===== config.mk =====
export PLATFORM = sky130hd
export DESIGN_NAME = cnt_sweep_ctrl
export DESIGN_NICKNAME = d
export VERILOG_FILES = /design/src/rtl/cnt_sweep_ctrl.sv
export SDC_FILE = /design/constraint.sdc
export NUM_CORES = 1
export LEC_CHECK = 0
export ABC_AREA = 0
export CAP_MARGIN = 10
export CORE_MARGIN = 2
export CORE_UTILIZATION = 48
export DETAILED_ROUTE_END_ITERATION = 12
export PLACE_DENSITY_LB_ADDON = 0.05
export SETUP_SLACK_MARGIN = 0.1
export SYNTH_ARGS = -nofsm -noshare
export SYNTH_HDL_FRONTEND = slang
export SYNTH_SLANG_ARGS = --single-unit

===== constraint.sdc =====
create_clock -name clk -period 2 [get_ports clk]
set_clock_uncertainty 0.1 [all_clocks]
set_input_delay 0.3 -clock clk [delete_from_list [all_inputs] [get_ports clk]]
set_output_delay 0.3 -clock clk [all_outputs]
set_load 0.005 [all_outputs]

===== src/rtl/cnt_sweep_ctrl.sv =====
// Triangle-sweep sequencer for the 4-bit up/down counter datapath.
// Owns the count register and sweeps it lo->hi->lo for n_sweeps passes.
module cnt_sweep_ctrl #(
  parameter int W  = 4,
  parameter int SW = 4
) (
  input  logic          clk,
  input  logic          rst,
  input  logic          start,
  input  logic [W-1:0]  lo,
  input  logic [W-1:0]  hi,
  input  logic [SW-1:0] n_sweeps,
  input  logic          abort,
  output logic [W-1:0]  cnt,
  output logic          up,
  output logic          busy,
  output logic [SW-1:0] sweep_idx,
  output logic          done,
  output logic          err
);

  typedef enum logic [1:0] {
    S_IDLE,
    S_UP,
    S_DOWN,
    S_DONE
  } state_e;

  state_e        state_q, state_d;
  logic [W-1:0]  cnt_q, cnt_d;
  logic [W-1:0]  lo_q, lo_d;
  logic [W-1:0]  hi_q, hi_d;
  logic [SW-1:0] n_q, n_d;
  logic [SW-1:0] idx_q, idx_d;
  logic          err_q, err_d;
  logic [SW-1:0] idx_inc;

  assign idx_inc = idx_q + SW'(1);

  always_ff @(posedge clk or negedge rst) begin
    if (!rst) begin
      state_q <= S_IDLE;
      cnt_q   <= '0;
      lo_q    <= '0;
      hi_q    <= '0;
      n_q     <= '0;
      idx_q   <= '0;
      err_q   <= 1'b0;
    end else begin
      state_q <= state_d;
      cnt_q   <= cnt_d;
      lo_q    <= lo_d;
      hi_q    <= hi_d;
      n_q     <= n_d;
      idx_q   <= idx_d;
      err_q   <= err_d;
    end
  end

  always_comb begin
    state_d = state_q;
    cnt_d   = cnt_q;
    lo_d    = lo_q;
    hi_d    = hi_q;
    n_d     = n_q;
    idx_d   = idx_q;
    err_d   = 1'b0;
    unique case (state_q)
      S_IDLE: begin
        if (start) begin
          if (lo < hi && n_sweeps != '0) begin
            lo_d    = lo;
            hi_d    = hi;
            n_d     = n_sweeps;
            cnt_d   = lo;
            idx_d   = '0;
            state_d = S_UP;
          end else begin
            err_d = 1'b1;
          end
        end
      end
      S_UP: begin
        if (abort) begin
          state_d = S_IDLE;
        end else if (cnt_q == hi_q) begin
          state_d = S_DOWN;
          cnt_d   = hi_q - W'(1);
        end else begin
          cnt_d = cnt_q + W'(1);
        end
      end
      S_DOWN: begin
        if (abort) begin
          state_d = S_IDLE;
        end else if (cnt_q == lo_q) begin
          idx_d = idx_inc;
          // last pass parks the count at lo
          if (idx_inc == n_q) begin
            state_d = S_DONE;
          end else begin
            state_d = S_UP;
            cnt_d   = lo_q + W'(1);
          end
        end else begin
          cnt_d = cnt_q - W'(1);
        end
      end
      S_DONE: begin
        state_d = S_IDLE;
      end
      default: begin
        state_d = S_IDLE;
      end
    endcase
  end

  assign cnt       = cnt_q;
  assign up        = (state_q == S_UP);
  assign busy      = (state_q == S_UP) || (state_q == S_DOWN);
  assign sweep_idx = idx_q;
  assign done      = (state_q == S_DONE);
  assign err       = err_q;

endmodule


==> impl_results.md, run 1 <==
- CTS root buf: clkbuf_4
- Max Cap Viol: 0
- WP buf/inv: 1
- Slew headroom: 80.0%
- Dpl hpwl: 3280 um
- Worst min path class: input port to flip-flop
- Antenna cells: 0
- Finished Layout Cells: 274
- Pwr per Cell Area: 1520 mW/mm^2
- Req. time, crit path: 2.10 ns
- CP max stage cell: dfrtp_2
- Synthesized area: 0.00165 mm^2
- Synth Area in Adders: 9.08%
- CTS clk-pin slew, worst paths: 0.13 ns
- Synth Area in Compound Gates: 14.9%
- Clk sink count: 23
- Synthesized area per cell: 10.4 um^2
- Layout cells sized above 1: 41.2%
- CTS tree: yes
- Core area: 0.00331 mm^2
- Routed WL per cell: 15.2 um
- Worst-margin pin slew: 0.301 ns
- Total gr overflow: 0
- Final Max Slew Viols: 0
- Gpl congestion: 0.964
- Routed Antenna Nets: 0
- RSZ-0062 raised after global routing: yes
- Hold Vio Cnt, Final: 0
- Die width: 62.7 um
- Final Util: 75.6%
- Data arrival time of the critical path: 2.01 ns
- Simple-gate share of the synthesized area: 9.46%
- Largest cells by area after synthesis: dfrtp_1 35%, ha_1 9.1%, mux2_2 8.9%
- TritonRoute pass-1 iters: 4
- Biggest area consumer among synthesized cells: dfrtp_1
- Largest net degree at the start of global routing: 24
- Placed cells: 259
- Period utilisation layout: 95.6%
- Leakage: 1.14 nW
- Synth cell types: 42
- Site Rows: 21
- Post-synth top area share: 34.8%
- CP startpoint kind: flip-flop
- Total track usage: 22.8%
- CP Capture Type: flip-flop
- Setup TNS: 0 ns
- Status: complete, no violations
- Max Freq: 523 MHz
- VDD IR-drop max: 0.613 mV
- 1st-iter DRT viols: 39
- CP cell instances: xnor2_2, nand4_1, buf_6, mux2i_2, a221oi_2, o32ai_1
- Most common cell after layout, fill and taps aside: buf_4
- Largest family of logic cells by synthesized area: compound AO/OA/AOI/OAI gates
- IO Count: 28
- Post-synthesis xor/xnor area fraction: 11.7%
- Synth warnings: 0
- Clock Tree Buf Depth: 2
- Total CTS buffers: 3
- First-pass GRT wire length: 6960 um
- Vias: 1,425
- Worst path max stage delay: 0.48 ns
- Fin crit period: 1.91 ns
- Final wirelength: 4170 um
- Number of antenna violations at the first check in global routing: 0
- Layout area overhead: 51.5%
- CP Max Fanout: 4
- Final hold slack: 0.160 ns
- Mux contribution to synthesized area: 13.8%
- Vias in the first global route: 1,488
- # setup viols final: 0
- Die ar.: 0.00393 mm^2
- Nets: 257
- Synth Net Count: 187
- Crit Path Category: flip-flop to flip-flop
- Gate count of the mapped netlist: 159
- Number of I/O port buffers: 27
- Initial Util: 49.9%
- Filler cell count: 255
- Clock latency on the worst-skew pair: 0.32 ns
- Sequential share of the synthesized area: 34.8%
- Via density: 5.20
- Largest delay share family, worst path: flip-flops
- DIE HEIGHT: 62.7 um
- Most frequent cells in the layout: 39 x buf_4, 20 x dfrtp_1, 17 x inv_1
- DRC: 0
- Synthesized flop and latch total: 23
- H-tree depth: 1
-- power breakdown --
group / internal, mW / switching [mW]
Sequential: 0.666 / 0.194
Combinational: 1.48 / 1.25
Clock: 0.0749 / 0.144
Total: 2.22 / 1.59
-- through the flow --
stage / power, mW / cell area, um^2 / setup slack [ns]
after CTS: 3.56 / 2380 / 0.0527
after global placement: 3.03 / 2240 / -0.626
after global routing: 4.08 / 2500 / 0.0291
after floorplan: 2.30 / 1700 / 0.0432
final: 3.81 / 2500 / 0.0887
after detailed placement: 3.13 / 2240 / -0.672
-- layer usage --
layer	share of wire, %	up-vias	GRT usage [%]
met5	0	-	0
met4	1.4	0	8.06
met3	2.1	4	1.98
met2	50	27	40.5
met1	46	686	29.0
li1	-	708	-
-- final cells by class --
| class | instances | area (um^2) | share of cell area [%] |
|---|---|---|---|
| tap | 46 | 57.6 | 2.30 |
| inverter | 19 | 83.8 | 3.35 |
| clock buffer | 3 | 22.5 | 0.900 |
| sequential | 23 | 579 | 23.1 |
| multi-input combinational | 112 | 1160 | 46.2 |
| clock inverter | 1 | 5.00 | 0.200 |
| timing repair buffer | 70 | 599 | 23.9 |
-- registers in the layout, indices dropped and copies added (netlist names) --
| name | cells |
|---|---|
| hi_q | 4 |
| n_q | 4 |
| state_q | 2 |
| cnt | 4 |
| err | 1 |
| lo_q | 4 |
| sweep_idx | 4 |
-- synth_stat cells --
| cell | instances |
|---|---|
| nor2_1 | 5 |
| clkbuf_2 | 1 |
| mux2i_1 | 7 |
| nor3b_1 | 2 |
| nor4_4 | 1 |
| a221oi_2 | 1 |
| o32ai_1 | 3 |
| a21oi_1 | 1 |
| a2bb2oi_1 | 3 |
| a21bo_2 | 1 |
| nor4_1 | 1 |
| a21boi_0 | 1 |
| a211o_1 | 1 |
| nor3_1 | 3 |
| nand3_1 | 6 |
| o211ai_1 | 5 |
| xnor2_1 | 15 |
| nand4_1 | 1 |
| o22ai_1 | 4 |
| mux2_2 | 13 |
| a221oi_1 | 3 |
| mux2_1 | 1 |
| a21boi_2 | 1 |
| and3_1 | 1 |
| clkbuf_1 | 1 |
| o21ai_0 | 1 |
| o21bai_1 | 1 |
| nand2_1 | 3 |
| o21a_1 | 1 |
| buf_6 | 1 |
| xor2_1 | 7 |
| a211oi_2 | 1 |
| o31ai_1 | 1 |
| a21o_1 | 1 |
| buf_4 | 1 |
| dfrtp_1 | 23 |
| nor2b_1 | 1 |
| buf_2 | 1 |
| nand2b_1 | 2 |
| ha_1 | 12 |
| nand3b_1 | 1 |
| inv_1 | 19 |
-- cells by family (layout without fill, tap and decap cells) --
family	after synthesis	after routing
xor+xnor	22	22
mux	21	21
compound gates	30	30
flops	23	23
buf+inv	24	93
fa+ha+maj	12	12
simple gates	27	27
-- what timing repair did --
action	CTS	global route
setup buffers	7	4
gates resized for setup	26	23
endpoints found under the setup margin	25	19
hold buffers	0	0
pin swaps	7	14
-- final timing paths --
| path | from | to | slack (ns) | cells after the start |
|---|---|---|---|---|
| hold / removal | hi[0] | hi_q[0]$_DFFE_PN0P_ | 0.16 | 2 |
| min in group asynchronous | rst | n_q[2]$_DFFE_PN0P_ | 0.21 | 2 |
| setup reg to reg | cnt[0]$_DFFE_PN0P_ | cnt[2]$_DFFE_PN0P_ | 0.09 | 6 |
| max in group asynchronous | rst | cnt[3]$_DFFE_PN0P_ | 1.32 | 2 |
| hold reg to reg | n_q[1]$_DFFE_PN0P_ | n_q[1]$_DFFE_PN0P_ | 0.45 | 1 |
| setup / recovery | cnt[0]$_DFFE_PN0P_ | cnt[2]$_DFFE_PN0P_ | 0.09 | 6 |
Power figures use the tool's default switching activity.
==> run 2, diff against run 1 <==
--- a/config.mk
+++ b/config.mk
@@ -8,9 +8,11 @@
 export ABC_AREA = 0
 export CAP_MARGIN = 10
 export CORE_MARGIN = 2
-export CORE_UTILIZATION = 48
+export CORE_UTILIZATION = 50
+export CTS_BUF_LIST = sky130_fd_sc_hd__clkbuf_8
 export DETAILED_ROUTE_END_ITERATION = 12
 export PLACE_DENSITY_LB_ADDON = 0.05
+export RECOVER_POWER = 25
 export SETUP_SLACK_MARGIN = 0.1
 export SYNTH_ARGS = -nofsm -noshare
 export SYNTH_HDL_FRONTEND = slang
==> run 2 against run 1 <==
Against the previous run: count of clock-buffer cells in the layout unchanged; highest routed layer unchanged; critical path type unchanged; die area down 3.7%; critical endpoint is now sweep_idx[0]$_DFFE_PN0P_; critical path depth down 1; first-iteration DRC count up 110%.
==> impl_results.md, run 2 (same netlist as run 1, synthesis figures left out) <==
- Status: complete, no violations
- CP Capture Type: flip-flop
- Total power: 3.91 mW
- Layout cells sized above 1: 40.8%
- Largest delay share family, worst path: compound AO/OA/AOI/OAI gates
- Clock latency on the worst-skew pair: 0.26 ns
- Initial Util: 53.3%
- Site Rows: 20
- Pwr per Cell Area: 1570 mW/mm^2
- Largest net degree at the start of global routing: 24
- First-pass GRT wire length: 6380 um
- CP startpoint kind: flip-flop
- Vias: 1,476
- Dpl hpwl: 3150 um
- Hold Vio Cnt, Final: 0
- DRC: 0
- Routed WL per cell: 16.7 um
- Total gr overflow: 0
- Most frequent cells in the layout: 36 x buf_4, 21 x dfrtp_1, 18 x inv_1
- CP cell instances: xnor2_1, nand4_1, o22ai_2, a21boi_2, mux2_2
- CTS tree: yes
- Core area: 0.00310 mm^2
- Nets: 252
- Die ar.: 0.00378 mm^2
- # setup viols final: 0
- CTS clk-pin slew, worst paths: 0.08 ns
- Max Freq: 503 MHz
- Crit Path Category: flip-flop to flip-flop
- Layout area overhead: 51.1%
- WP buf/inv: 0
- CP Max Fanout: 4
- CTS root buf: clkbuf_8
- 1st-iter DRT viols: 82
- Number of I/O port buffers: 27
- Req. time, crit path: 2.05 ns
- Worst path max stage delay: 0.45 ns
- Total CTS buffers: 3
- Final wirelength: 4450 um
- Slew headroom: 80.0%
- Period utilisation layout: 99.4%
- CP max stage cell: dfrtp_1
- Die width: 61.5 um
- Setup TNS: 0 ns
- Via density: 5.53
- Worst-margin pin slew: 0.301 ns
- H-tree depth: 1
- Final Util: 80.5%
- Clk sink count: 23
- Most common cell after layout, fill and taps aside: buf_4
- Number of antenna violations at the first check in global routing: 0
- Cts hold-fix bufs: 0
- Gpl congestion: 0.945
- Routed Antenna Nets: 0
- RSZ-0062 raised after global routing: yes
- Vias in the first global route: 1,348
- TritonRoute pass-1 iters: 6
- IO Count: 28
- Clock Tree Buf Depth: 2
- VDD IR-drop max: 0.604 mV
- Antenna cells: 0
- Data arrival time of the critical path: 2.04 ns
- Total track usage: 23.0%
- Final Max Slew Viols: 0
- DIE HEIGHT: 61.5 um
- Worst min path class: input port to flip-flop
- Max Cap Viol: 0
- Fin crit period: 1.99 ns
- Leakage: 1.15 nW
[run 2: changes by cell type in the layout (fill, tap and decap cells not counted), sizes merged]
cell | previous run | this run
dlygate4sd3 | 0 | 1
inv | 19 | 20
buf | 44 | 39
clkinv | 1 | 0
clkdlybuf4s15 | 0 | 1
clkdlybuf4s50 | 16 | 12
dlymetal6s2s | 1 | 4
dlygate4sd2 | 8 | 7
[run 2: report_power, final]
group	leakage, nW	switching [mW]	internal, mW
clock network	0.0269	0.149	0.137
registers	0.283	0.206	0.665
logic	0.843	1.30	1.46
[run 2: path summary, 6_finish.rpt]
check,startpoint,cells after the start,slack [ns],end
worst max register to register,cnt[2]$_DFFE_PN0P_,5,0.01,sweep_idx[0]$_DFFE_PN0P_
worst min register to register,n_q[1]$_DFFE_PN0P_,1,0.44,n_q[1]$_DFFE_PN0P_
max in group asynchronous,rst,2,1.19,cnt[3]$_DFFE_PN0P_
worst max-delay path,cnt[2]$_DFFE_PN0P_,5,0.01,sweep_idx[0]$_DFFE_PN0P_
min in group asynchronous,rst,2,0.35,n_q[2]$_DFFE_PN0P_
worst min-delay path,hi[1],3,0.23,hi_q[1]$_DFFE_PN0P_
[run 2: final cells by class]
class | instances | area (um^2)
multi-input cells | 112 | 1170
fillers | 213 | 606
flip-flops and latches | 23 | 578
repair buffers | 65 | 561
inverters | 19 | 83.8
well taps | 44 | 55.1
clock buffers | 3 | 41.3
clock inverters | 1 | 3.75
[run 2: what timing repair did]
item                       in CTS  in global routing
pin swaps                       6                 17
resized for setup              22                 34
buffers inserted                0                  5
setup endpoints to repair      24                 21
[run 2: tightest hold or removal path, delay by kind of cell]
kind,cells,cell delay [ns]
buffers and inverters,2,0.19
muxes,1,0.06
[run 2: metal layers]
metal | part of all wire [%] | global-route usage [%]
met1 | 42 | 31.8
met2 | 51 | 37.1
met3 | 4.5 | 3.99
met4 | 2.3 | 6.38
met5 | 0 | 0
[run 2: stage by stage]
| step | instance area, um^2 | setup WS, ns | hold WS [ns] | std cells |
|---|---|---|---|---|
| 3_3_place_gp | 2240 | -0.629 | 0.418 | 258 |
| 6_report | 2500 | 0.0120 | 0.230 | 267 |
| 5_1_grt | 2500 | -0.0699 | 0.243 | 267 |
| 2_1_floorplan | 1700 | 0.0432 | -0.0956 | 159 |
| 3_5_place_dp | 2240 | -0.666 | 0.418 | 258 |
| 4_1_cts | 2320 | 0.0691 | 0.249 | 262 |
